[src/rtl/mips_pkg.sv]
// Shared encodings for the MIPS pipeline control blocks: FSM states, register-zero
// constant, the strobe bundle and the saturating-increment helper.
`ifndef MIPS_PKG_SV
`define MIPS_PKG_SV

// Saturating +1: holds at all-ones instead of wrapping.
`define SAT_INC(c) ((&(c)) ? (c) : ((c) + 1'b1))

package mips_pkg;

    localparam logic [0:0] ST_RUN      = 1'b0;
    localparam logic [0:0] ST_MEM_WAIT = 1'b1;

    localparam logic [4:0] REG_ZERO = 5'd0;

    typedef struct packed {
        logic pc_write;
        logic pc_sel_br;
        logic if_id_write;
        logic if_id_flush;
        logic id_ex_flush;
        logic ex_mem_write;
        logic ex_mem_flush;
        logic mem_wb_flush;
    } strobes_t;

endpackage

`endif

[src/rtl/hazard_detect.sv]
// Load-use detector: a load in EX whose destination feeds a source of the ID instruction.
module hazard_detect
    import mips_pkg::*;
(
    input  logic [4:0] ID_rs,
    input  logic [4:0] ID_rt,
    input  logic       ID_use_rt,
    input  logic       EX_MemRead,
    input  logic [4:0] EX_wreg,
    output logic       lu_hazard
);

    // $zero never carries a real dependency, so a load targeting it never stalls.
    assign lu_hazard = EX_MemRead && (EX_wreg != REG_ZERO) &&
                       ((EX_wreg == ID_rs) || (ID_use_rt && (EX_wreg == ID_rt)));

endmodule

[src/rtl/pipe_hazard_ctrl.sv]
// Stall/flush sequencer for the 5-stage pipeline: memory-wait freeze with timeout,
// taken-branch flush, load-use bubble, plus saturating stall/flush counters.
module pipe_hazard_ctrl
    import mips_pkg::*;
#(
    parameter int WAIT_MAX = 16,
    parameter int CNT_W    = 32
) (
    input  logic             clk,
    input  logic             rst,
    input  logic [4:0]       ID_rs,
    input  logic [4:0]       ID_rt,
    input  logic             ID_use_rt,
    input  logic             EX_MemRead,
    input  logic [4:0]       EX_wreg,
    input  logic             MEM_Branch,
    input  logic             MEM_zero,
    input  logic             MEM_MemRead,
    input  logic             MEM_MemWrite,
    input  logic             dmem_ready,
    output logic             pc_write,
    output logic             pc_sel_br,
    output logic             if_id_write,
    output logic             if_id_flush,
    output logic             id_ex_flush,
    output logic             ex_mem_write,
    output logic             ex_mem_flush,
    output logic             mem_wb_flush,
    output logic             mem_timeout,
    output logic [CNT_W-1:0] stall_cnt,
    output logic [CNT_W-1:0] flush_cnt
);

    localparam int WC_W = $clog2(WAIT_MAX + 1);

    logic [0:0]      state, state_nxt;
    logic [WC_W-1:0] wait_ctr;
    logic            lu_hazard, br_taken, mem_req, timeout, mem_stall, br_event;
    strobes_t        stb;

    hazard_detect u_hazard_detect (
        .ID_rs      (ID_rs),
        .ID_rt      (ID_rt),
        .ID_use_rt  (ID_use_rt),
        .EX_MemRead (EX_MemRead),
        .EX_wreg    (EX_wreg),
        .lu_hazard  (lu_hazard)
    );

    assign br_taken = MEM_Branch & MEM_zero;
    assign mem_req  = MEM_MemRead | MEM_MemWrite;
    assign timeout  = (state == ST_MEM_WAIT) && !dmem_ready && (wait_ctr == WC_W'(WAIT_MAX));
    // A timeout breaks the freeze: the access is abandoned and the pipeline moves on.
    assign mem_stall = !dmem_ready &&
                       (((state == ST_RUN) && mem_req) || ((state == ST_MEM_WAIT) && !timeout));
    assign br_event  = !rst && !mem_stall && br_taken;
    assign state_nxt = mem_stall ? ST_MEM_WAIT : ST_RUN;

    always_comb begin
        stb = '0;
        stb.pc_write     = 1'b1;
        stb.if_id_write  = 1'b1;
        stb.ex_mem_write = 1'b1;
        if (rst) begin
            stb.pc_write     = 1'b0;
            stb.if_id_write  = 1'b0;
            stb.ex_mem_write = 1'b0;
            stb.if_id_flush  = 1'b1;
            stb.id_ex_flush  = 1'b1;
            stb.ex_mem_flush = 1'b1;
            stb.mem_wb_flush = 1'b1;
        end else if (mem_stall) begin
            stb.pc_write     = 1'b0;
            stb.if_id_write  = 1'b0;
            stb.ex_mem_write = 1'b0;
            stb.mem_wb_flush = 1'b1;
        end else begin
            // A taken branch squashes the ID instruction, so its load-use stall is moot.
            if (br_taken) begin
                stb.pc_sel_br    = 1'b1;
                stb.if_id_flush  = 1'b1;
                stb.id_ex_flush  = 1'b1;
                stb.ex_mem_flush = 1'b1;
            end else if (lu_hazard) begin
                stb.pc_write    = 1'b0;
                stb.if_id_write = 1'b0;
                stb.id_ex_flush = 1'b1;
            end
            if (timeout) stb.mem_wb_flush = 1'b1;
        end
    end

    assign pc_write     = stb.pc_write;
    assign pc_sel_br    = stb.pc_sel_br;
    assign if_id_write  = stb.if_id_write;
    assign if_id_flush  = stb.if_id_flush;
    assign id_ex_flush  = stb.id_ex_flush;
    assign ex_mem_write = stb.ex_mem_write;
    assign ex_mem_flush = stb.ex_mem_flush;
    assign mem_wb_flush = stb.mem_wb_flush;

    always_ff @(posedge clk) begin
        if (rst) begin
            state       <= ST_RUN;
            wait_ctr    <= '0;
            mem_timeout <= 1'b0;
            stall_cnt   <= '0;
            flush_cnt   <= '0;
        end else begin
            state    <= state_nxt;
            wait_ctr <= mem_stall ? (wait_ctr + 1'b1) : '0;
            if (timeout)       mem_timeout <= 1'b1;
            if (!stb.pc_write) stall_cnt   <= `SAT_INC(stall_cnt);
            if (br_event)      flush_cnt   <= `SAT_INC(flush_cnt);
        end
    end

endmodule

[config.mk]
export PLATFORM = sky130hd
export DESIGN_NAME = pipe_hazard_ctrl
export DESIGN_NICKNAME = d
export VERILOG_FILES = /design/src/rtl/mips_pkg.sv /design/src/rtl/hazard_detect.sv /design/src/rtl/pipe_hazard_ctrl.sv
export SDC_FILE = /design/constraint.sdc
export NUM_CORES = 1
export LEC_CHECK = 0
export CAP_MARGIN = 10
export CORE_ASPECT_RATIO = 0.7
export CORE_MARGIN = 3
export CORE_UTILIZATION = 45
export DETAILED_ROUTE_END_ITERATION = 16
export PLACE_DENSITY_LB_ADDON = 0.3
export SLEW_MARGIN = 20
export SYNTH_ARGS = -nofsm -noshare
export SYNTH_HDL_FRONTEND = slang
export SYNTH_HIERARCHICAL = 1
export SYNTH_SLANG_ARGS = --single-unit
export TNS_END_PERCENT = 5
[constraint.sdc]
create_clock -name clk -period 2.19 [get_ports clk]
set_input_delay 0.438 -clock clk [delete_from_list [all_inputs] [get_ports clk]]
set_output_delay 0.438 -clock clk [all_outputs]
set_load 0.02 [all_outputs]
==> metrics.csv, run 1 <==
stage,metric,value,unit
run_status,status,"complete, but fails checks",
run_status,failing checks,negative setup slack,
cts,clk sinks,71,
cells_and_area,fill count,656,
synth,Post-synth top cells,"dfxtp_1 (71), a21oi_1 (40), nand3_1 (35)",
timing,Worst slew margin,65.1,%
detailed_routing,WL final,13300,µm
synth,mux contribution to synthesized area,5.01,%
timing,min Tclk post-route,2.34,ns
synth,post-synth top area cell,dfxtp_1,
die,core footprint,8580,µm²
timing,RSZ-0062 raised after global routing,true,
synth,Synth Flop Type,dfxtp_1,
synth,Post-Synth XOR/XNOR Area,2.83,%
power,combinational power share,9.8,%
synth,Async SR Flop Fraction,0,%
power,switching portion of total power,22.2,%
cts,Root Buffer,clkbuf_16,
cts,"CTS clk-pin slew, worst paths",0.06,ns
synth,adder-cell area share of the yosys netlist,1.24,%
detailed_routing,initial DRC count,441,
timing,Slew @ Worst Pin,0.521,ns
cts,CTS Buf Count,9,
cells_and_area,antenna diode count,0,
die,initial core utilization,46.9,%
detailed_routing,WL/cell,17.1,µm
synth,synth warn,6,
worst_setup_path,Setup crit end kind,flip-flop,
die,die area,10100,µm²
detailed_routing,DR DRC count,0,
synth,Post-Syn Instances,484,
cts,CTS tree,built,
synth,Synth Register Bits,71,
hold_path,Hold WC Path Type,flip-flop to flip-flop,
timing,Final Hold Vio Count,0,
global_route,grt total ovfl,0,
timing,Final Cycle Share,107,%
power,leak pwr,2.18,nW
flow_run,Max-Cap Viols,0,
placement,hpwl dp,9130,µm
global_route,initial antenna violation count,0,
global_route,vias in the first global route,4337,
timing,Max Slew Vio Count,0,
synth,register area share after synthesis,35.3,%
timing,final setup violation count,19,
synth,synthesized cell area,4020,µm²
synth,simple-gate portion of the synthesized area,32.8,%
die,IO Count,97,
cells_and_area,final core occ,72.0,%
global_route,All-Layer GR Usage,26.1,%
synth,main combinational cell family by area after synthesis,simple AND/OR/NAND/NOR gates,
power,Clock Power Share,49.0,%
worst_setup_path,Arrival @ worst endpoint,2.56,ns
cells_and_area,NumNets Final,681,
power,worst vdd ir,0.482,mV
timing,Worst Clk Skew,0.00459,ns
cts,worst skew pair latency,0.33,ns
cts,H-tree Lvls,3,
worst_setup_path,Required @ worst endpoint,2.41,ns
synth,area fraction in compound gates after synthesis,18.1,%
placement,Port Buffer Count,96,
cells_and_area,Synth-to-Final Area Change,53.7,%
synth,mean post-synth cell area,8.31,µm²
power,Power Dens Cells,513,nW/µm²
die,Die X,119,µm
power,cell internal pwr,2.47,mW
synth,"top cells by area, synth","dfxtp_1 (35%), a21oi_1 (5.0%), nand3_1 (4.4%), mux2_2 (3.9%), or4_1 (3.7%)",
detailed_routing,antenna-violating nets left,0,
synth,Post-synth EDFFs,0,
detailed_routing,first-pass iteration count of the detailed router,5,
power,Flop pwr share,41.2,%
synth,share of the synthesized area in the top cell type,35.3,%
cts,deepest clock path buffer count,2,
global_route,first-pass GRT wire length,21600,µm
detailed_routing,vias,4648,
die,Die Ht,85.1,µm
power,sw power,0.706,mW
detailed_routing,post-DR vias/cell,5.98,
power,Pwr Total,3.17,mW
synth,distinct cell type count after synthesis,57,
timing,Max Fclk,427,MHz
cells_and_area,fraction of layout cells with a size suffix above 1,27.2,%
worst_setup_path,CP Launch Type,input port,
synth,syn_nets,512,
timing,post-route setup slack,-0.150,ns
global_route,largest net degree at the start of global routing,34,
placement,Routability Congestion,0.985,
synth,dominant cell by count in the synthesized netlist,dfxtp_1,
worst_setup_path,crit-path max FO,3,
die,row cnt,28,
worst_setup_path,kind of critical path,input port to flip-flop,
[area by class of cell]
| cell class | instances | area, µm² | area share [%] |
|---|---|---|---|
| inverters | 15 | 56.3 | 0.911 |
| multi-input cells | 374 | 2640 | 42.7 |
| repair buffers | 182 | 1600 | 25.9 |
| flip-flops and latches | 71 | 1420 | 23.0 |
| well taps | 120 | 150 | 2.43 |
| clock buffers | 12 | 246 | 3.99 |
| clock inverters | 3 | 67.6 | 1.09 |
[kinds of logic (layout without fill, tap and decap cells)]
group                    after synthesis  in the layout
AND/OR/NAND/NOR                      225            225
AO/OA/AOI/OAI                        113            114
flip-flops                            71             71
buffers and inverters                 40            212
multiplexers                          18             18
XOR/XNOR                              13             13
adder cells (fa/ha/maj)                4              4
[critical path, stage by stage]
cell,delay [ns]
dlygate4sd2_1,0.24
xor2_1,0.14
nor3_1,0.23
nand3_1,0.14
a21oi_2,0.19
buf_4,0.14
buf_4,0.11
a21o_4,0.15
o2111ai_4,0.16
nor4_2,0.27
mux2_2,0.37
[path summary, 6_finish.rpt]
| kind | start | to | slack [ns] | cells past startpoint |
|---|---|---|---|---|
| setup / recovery | ID_rs[4] | stall_cnt[31] | -0.15 | 11 |
| hold / removal | mem_timeout | mem_timeout | 0.48 | 2 |
| setup reg to reg | wait_ctr[1] | stall_cnt[31] | -0.10 | 10 |
| hold reg to reg | mem_timeout | mem_timeout | 0.48 | 2 |
[routing by layer]
| metal | global-route usage (%) | vias up | wire, µm |
|---|---|---|---|
| met5 | 0 | - | 0 |
| met4 | 8.62 | 0 | 305 |
| met3 | 6.73 | 39 | 1070 |
| met2 | 40.2 | 209 | 5930 |
| met1 | 35.7 | 2216 | 6030 |
| li1 | - | 2184 | - |
[cell usage in the layout, fill, tap and decap left out, types with 7 or more instances in the layout]
master	instances
a21oi_1	33
a21oi_2	7
buf_4	80
buf_6	11
nor2b_1	15
and3_1	9
nor3_1	13
o31ai_1	18
clkdlybuf4s50_1	74
nor2_1	33
dfxtp_1	69
nand2_1	25
nor4_2	9
xor2_1	8
mux2_2	14
nand3_1	35
or4_1	18
or3_1	17
buf_2	9
nand4_1	14
o21ai_0	18
clkbuf_16	9
inv_1	11
[what timing repair did]
action | 4_1_cts | 5_1_grt
hold buffers | 0 | 0
cloned | 1 | 0
pin swaps | 33 | 14
gates resized for setup | 113 | 22
setup buffers | 11 | 1
endpoints found under the setup margin | 54 | 55
[sequential cells by signal, summed over array words and instances, names as in the netlist]
signal	cells
flush_cnt	32
mem_timeout	1
stall_cnt	32
state	1
wait_ctr	5
[through the flow]
step | setup WS (ns) | area, µm² | std cells | TNS, ns | hold WS (ns)
after floorplan | -0.0915 | 4030 | 484 | -0.400 | 0.430
after global placement | -0.799 | 5550 | 749 | -31.92 | 0.459
after detailed placement | -0.897 | 5550 | 749 | -38.47 | 0.468
after CTS | -0.117 | 6090 | 776 | -0.574 | 0.483
after global routing | -0.226 | 6180 | 777 | -4.21 | 0.514
final | -0.150 | 6180 | 777 | -1.24 | 0.479
[power by group through the flow]
stage	clock network, mW	logic [mW]	registers, mW
finish	1.56	0.310	1.31
detailed placement	0	0.264	1.34
floorplan	0	0.114	1.35
CTS	1.58	0.297	1.31
global route	1.64	0.330	1.31
global placement	0	0.256	1.33
Note: power is estimated with default switching activity, not from simulation.
==> run 2: changes to the inputs <==
--- a/config.mk
+++ b/config.mk
@@ -8,8 +8,9 @@
 export CAP_MARGIN = 10
 export CORE_ASPECT_RATIO = 0.7
 export CORE_MARGIN = 3
-export CORE_UTILIZATION = 45
+export CORE_UTILIZATION = 54
 export DETAILED_ROUTE_END_ITERATION = 16
+export DONT_BUFFER_PORTS = 1
 export PLACE_DENSITY_LB_ADDON = 0.3
 export SLEW_MARGIN = 20
 export SYNTH_ARGS = -nofsm -noshare
==> metrics.csv, run 2 (synthesis gave the netlist of run 1 again) <==
stage,metric,value,unit,change
timing,post-route setup slack,-0.132,ns,+0.0182 ns
cts,H-tree Lvls,3,,unchanged
detailed_routing,initial DRC count,487,,+10%
worst_setup_path,worst-path cell chain,inv_2 > ha_4 > nor4bb_4 > a211o_4 > buf_6 > buf_6 > buf_6 > nand2_4 > buf_4 > o41ai_1 > a21oi_1,,
cts,CTS Buf Count,9,,unchanged
cells_and_area,NumNets Final,602,,-12%
detailed_routing,vias,4369,,-6.0%
cells_and_area,final core occ,75.9,%,+3.9 points
worst_setup_path,FF-to-FF path depth,11,,+1
power,Clock Power Share,43.5,%,-5.5 points
die,Die Ht,78.2,µm,-8.1%
timing,Worst slew margin,53.8,%,-11 points
placement,DP Worst Slack,-0.273,ns,+0.624 ns
die,row cnt,25,,-11%
run_status,status,"complete, but fails checks",,
worst_setup_path,worst setup path start,wait_ctr[1],,
cells_and_area,Synth-to-Final Area Change,31.7,%,
power,combinational power share,7.8,%,-2.0 points
die,initial core utilization,57.7,%,+11 points
worst_setup_path,kind of critical path,flip-flop to flip-flop,,
worst_setup_path,crit-path max FO,5,,+2
global_route,vias in the first global route,4071,,-6.1%
power,cell internal pwr,2.03,mW,-18%
power,Flop pwr share,48.7,%,+7.5 points
global_route,All-Layer GR Usage,29.7,%,+3.6 points
worst_setup_path,Worst Setup EP,flush_cnt[22],,
placement,hpwl dp,8690,µm,-4.8%
power,sw power,0.648,mW,-8.1%
placement,Routability Congestion,0.922,,-6.4%
detailed_routing,antenna-violating nets left,0,,unchanged
timing,Max Fclk,431,MHz,+0.78%
timing,Fin Setup TNS,-0.798,ns,+0.437 ns
flow_run,Max-Cap Viols,0,,unchanged
worst_setup_path,CP dominant cell by count,buf_6,,
detailed_routing,first-pass iteration count of the detailed router,5,,unchanged
cells_and_area,biggest regs,"flush_cnt: 32 flops, stall_cnt: 32 flops, wait_ctr: 5 flops",,
hold_path,Worst Hold Depth,1,,-1
worst_setup_path,R2R Path Start,wait_ctr[1],,
detailed_routing,WL final,12800,µm,-4.1%
cts,worst skew pair latency,0.36,ns,+0.03 ns
cells_and_area,"commonest cells after routing, fill and taps aside","buf_4 (94), dfxtp_1 (68), nand3_1 (33)",,
cts,clk sinks,71,,unchanged
detailed_routing,WL/cell,19.0,µm,+11%
die,Die X,109,µm,-8.3%
cts,CTS Hold Bufs,0,,unchanged
hold_path,Hold WC Path Type,input port to flip-flop,,
worst_setup_path,CP Launch Type,flip-flop,,
timing,worst hold slack,0.150,ns,-0.328 ns
detailed_routing,post-DR vias/cell,6.49,,+8.5%
global_route,first-pass GRT wire length,20300,µm,-5.9%
global_route,largest net degree at the start of global routing,83,,+140%
run_status,failing checks,negative setup slack,,
worst_setup_path,Critical Path Max Stage Delay,0.36,ns,about the same
worst_setup_path,R2R Path End,flush_cnt[22],,
timing,Final Hold Vio Count,0,,unchanged
timing,final setup violation count,20,,+1
timing,Final Cycle Share,106,%,-0.83 points
cts,CTS tree,built,,
timing,Worst Clk Skew,0.0116,ns,+0.00703 ns
worst_setup_path,Required @ worst endpoint,2.42,ns,about the same
placement,Port Buffer Count,0,,-100%
timing,min Tclk post-route,2.32,ns,-0.0182 ns
power,worst vdd ir,0.356,mV,-26%
cells_and_area,antenna diode count,0,,unchanged
worst_setup_path,reg2reg setup slack,-0.13,ns,-0.03 ns
global_route,initial antenna violation count,0,,unchanged
cells_and_area,"commonest non-fill, non-tap cell in the layout",buf_4,,
worst_setup_path,Arrival @ worst endpoint,2.55,ns,about the same
die,IO Count,97,,unchanged
detailed_routing,DR DRC count,0,,unchanged
cts,"CTS clk-pin slew, worst paths",0.07,ns,about the same
power,Power Dens Cells,506,nW/µm²,-1.4%
timing,RSZ-0062 raised after global routing,true,,
cells_and_area,fraction of layout cells with a size suffix above 1,32.0,%,+4.7 points
timing,Max Slew Vio Count,0,,unchanged
cts,Root Buffer,clkbuf_8,,
worst_setup_path,Critical-path top delay cell,o41ai_1,,
power,switching portion of total power,24.2,%,+1.9 points
cts,deepest clock path buffer count,2,,unchanged
timing,Slew @ Worst Pin,0.688,ns,+0.168 ns
worst_setup_path,Setup crit end kind,flip-flop,,
power,leak pwr,1.89,nW,-13%
die,core footprint,6980,µm²,-19%
die,die area,8540,µm²,-16%
power,Pwr Total,2.68,mW,-15%
global_route,grt total ovfl,0,,unchanged
-- run 2: critical path, delay by kind of cell (launching register included) --
kind | cells | cell delay, ns
compound gates | 3 | 0.79
flops | 1 | 0.33
fa+ha+maj | 1 | 0.12
buf+inv | 5 | 0.56
simple gates | 2 | 0.38
-- run 2: power by group through the flow --
stage          clock network [mW]  logic [mW]  registers [mW]
3_3_place_gp                    0       0.153            1.33
2_1_floorplan                   0       0.114            1.35
5_1_grt                      1.24       0.224            1.31
4_1_cts                      1.17       0.201            1.31
6_report                     1.17       0.211            1.31
3_5_place_dp                    0       0.160            1.33
-- run 2: per-layer routing --
layer | part of all wire, % | global-route usage, % | vias to the layer above | wire [µm]
met5 | 0 | 0 | - | 0
met4 | 1.9 | 6.43 | 0 | 238
met3 | 11 | 9.94 | 36 | 1350
met2 | 46 | 46.6 | 224 | 5870
met1 | 42 | 39.6 | 2082 | 5330
li1 | - | - | 2027 | -
-- run 2: metrics by stage --
stage	cell area (µm²)	cells
global placement	4720	647
global route	5300	673
detailed placement	4720	647
CTS	5160	673
finish	5300	673
floorplan	4030	484
-- run 2: how the worst min path moves through the flow --
stage,from,slack (ns),end
after CTS,rst,0.13,flush_cnt[29]
after detailed placement,stall_cnt[20],0.51,stall_cnt[20]
final,rst,0.15,flush_cnt[30]
after floorplan,wait_ctr[0],0.43,wait_ctr[0]
after global routing,rst,0.14,flush_cnt[18]
after global placement,wait_ctr[0],0.51,wait_ctr[0]
-- run 2: layout make-up --
| cell class | count | area [µm²] |
|---|---|---|
| multi-input combinational | 373 | 2650 |
| fill | 506 | 1680 |
| sequential | 71 | 1430 |
| timing repair buffer | 104 | 826 |
| clock buffer | 11 | 131 |
| tap | 94 | 118 |
| clock inverter | 5 | 82.6 |
| inverter | 15 | 67.6 |
-- run 2: what timing repair did --
action / CTS / global route
gates resized for setup: 40 / 30
setup endpoints to repair: 50 / 59
buffers inserted: 11 / 0
pin swaps: 9 / 12
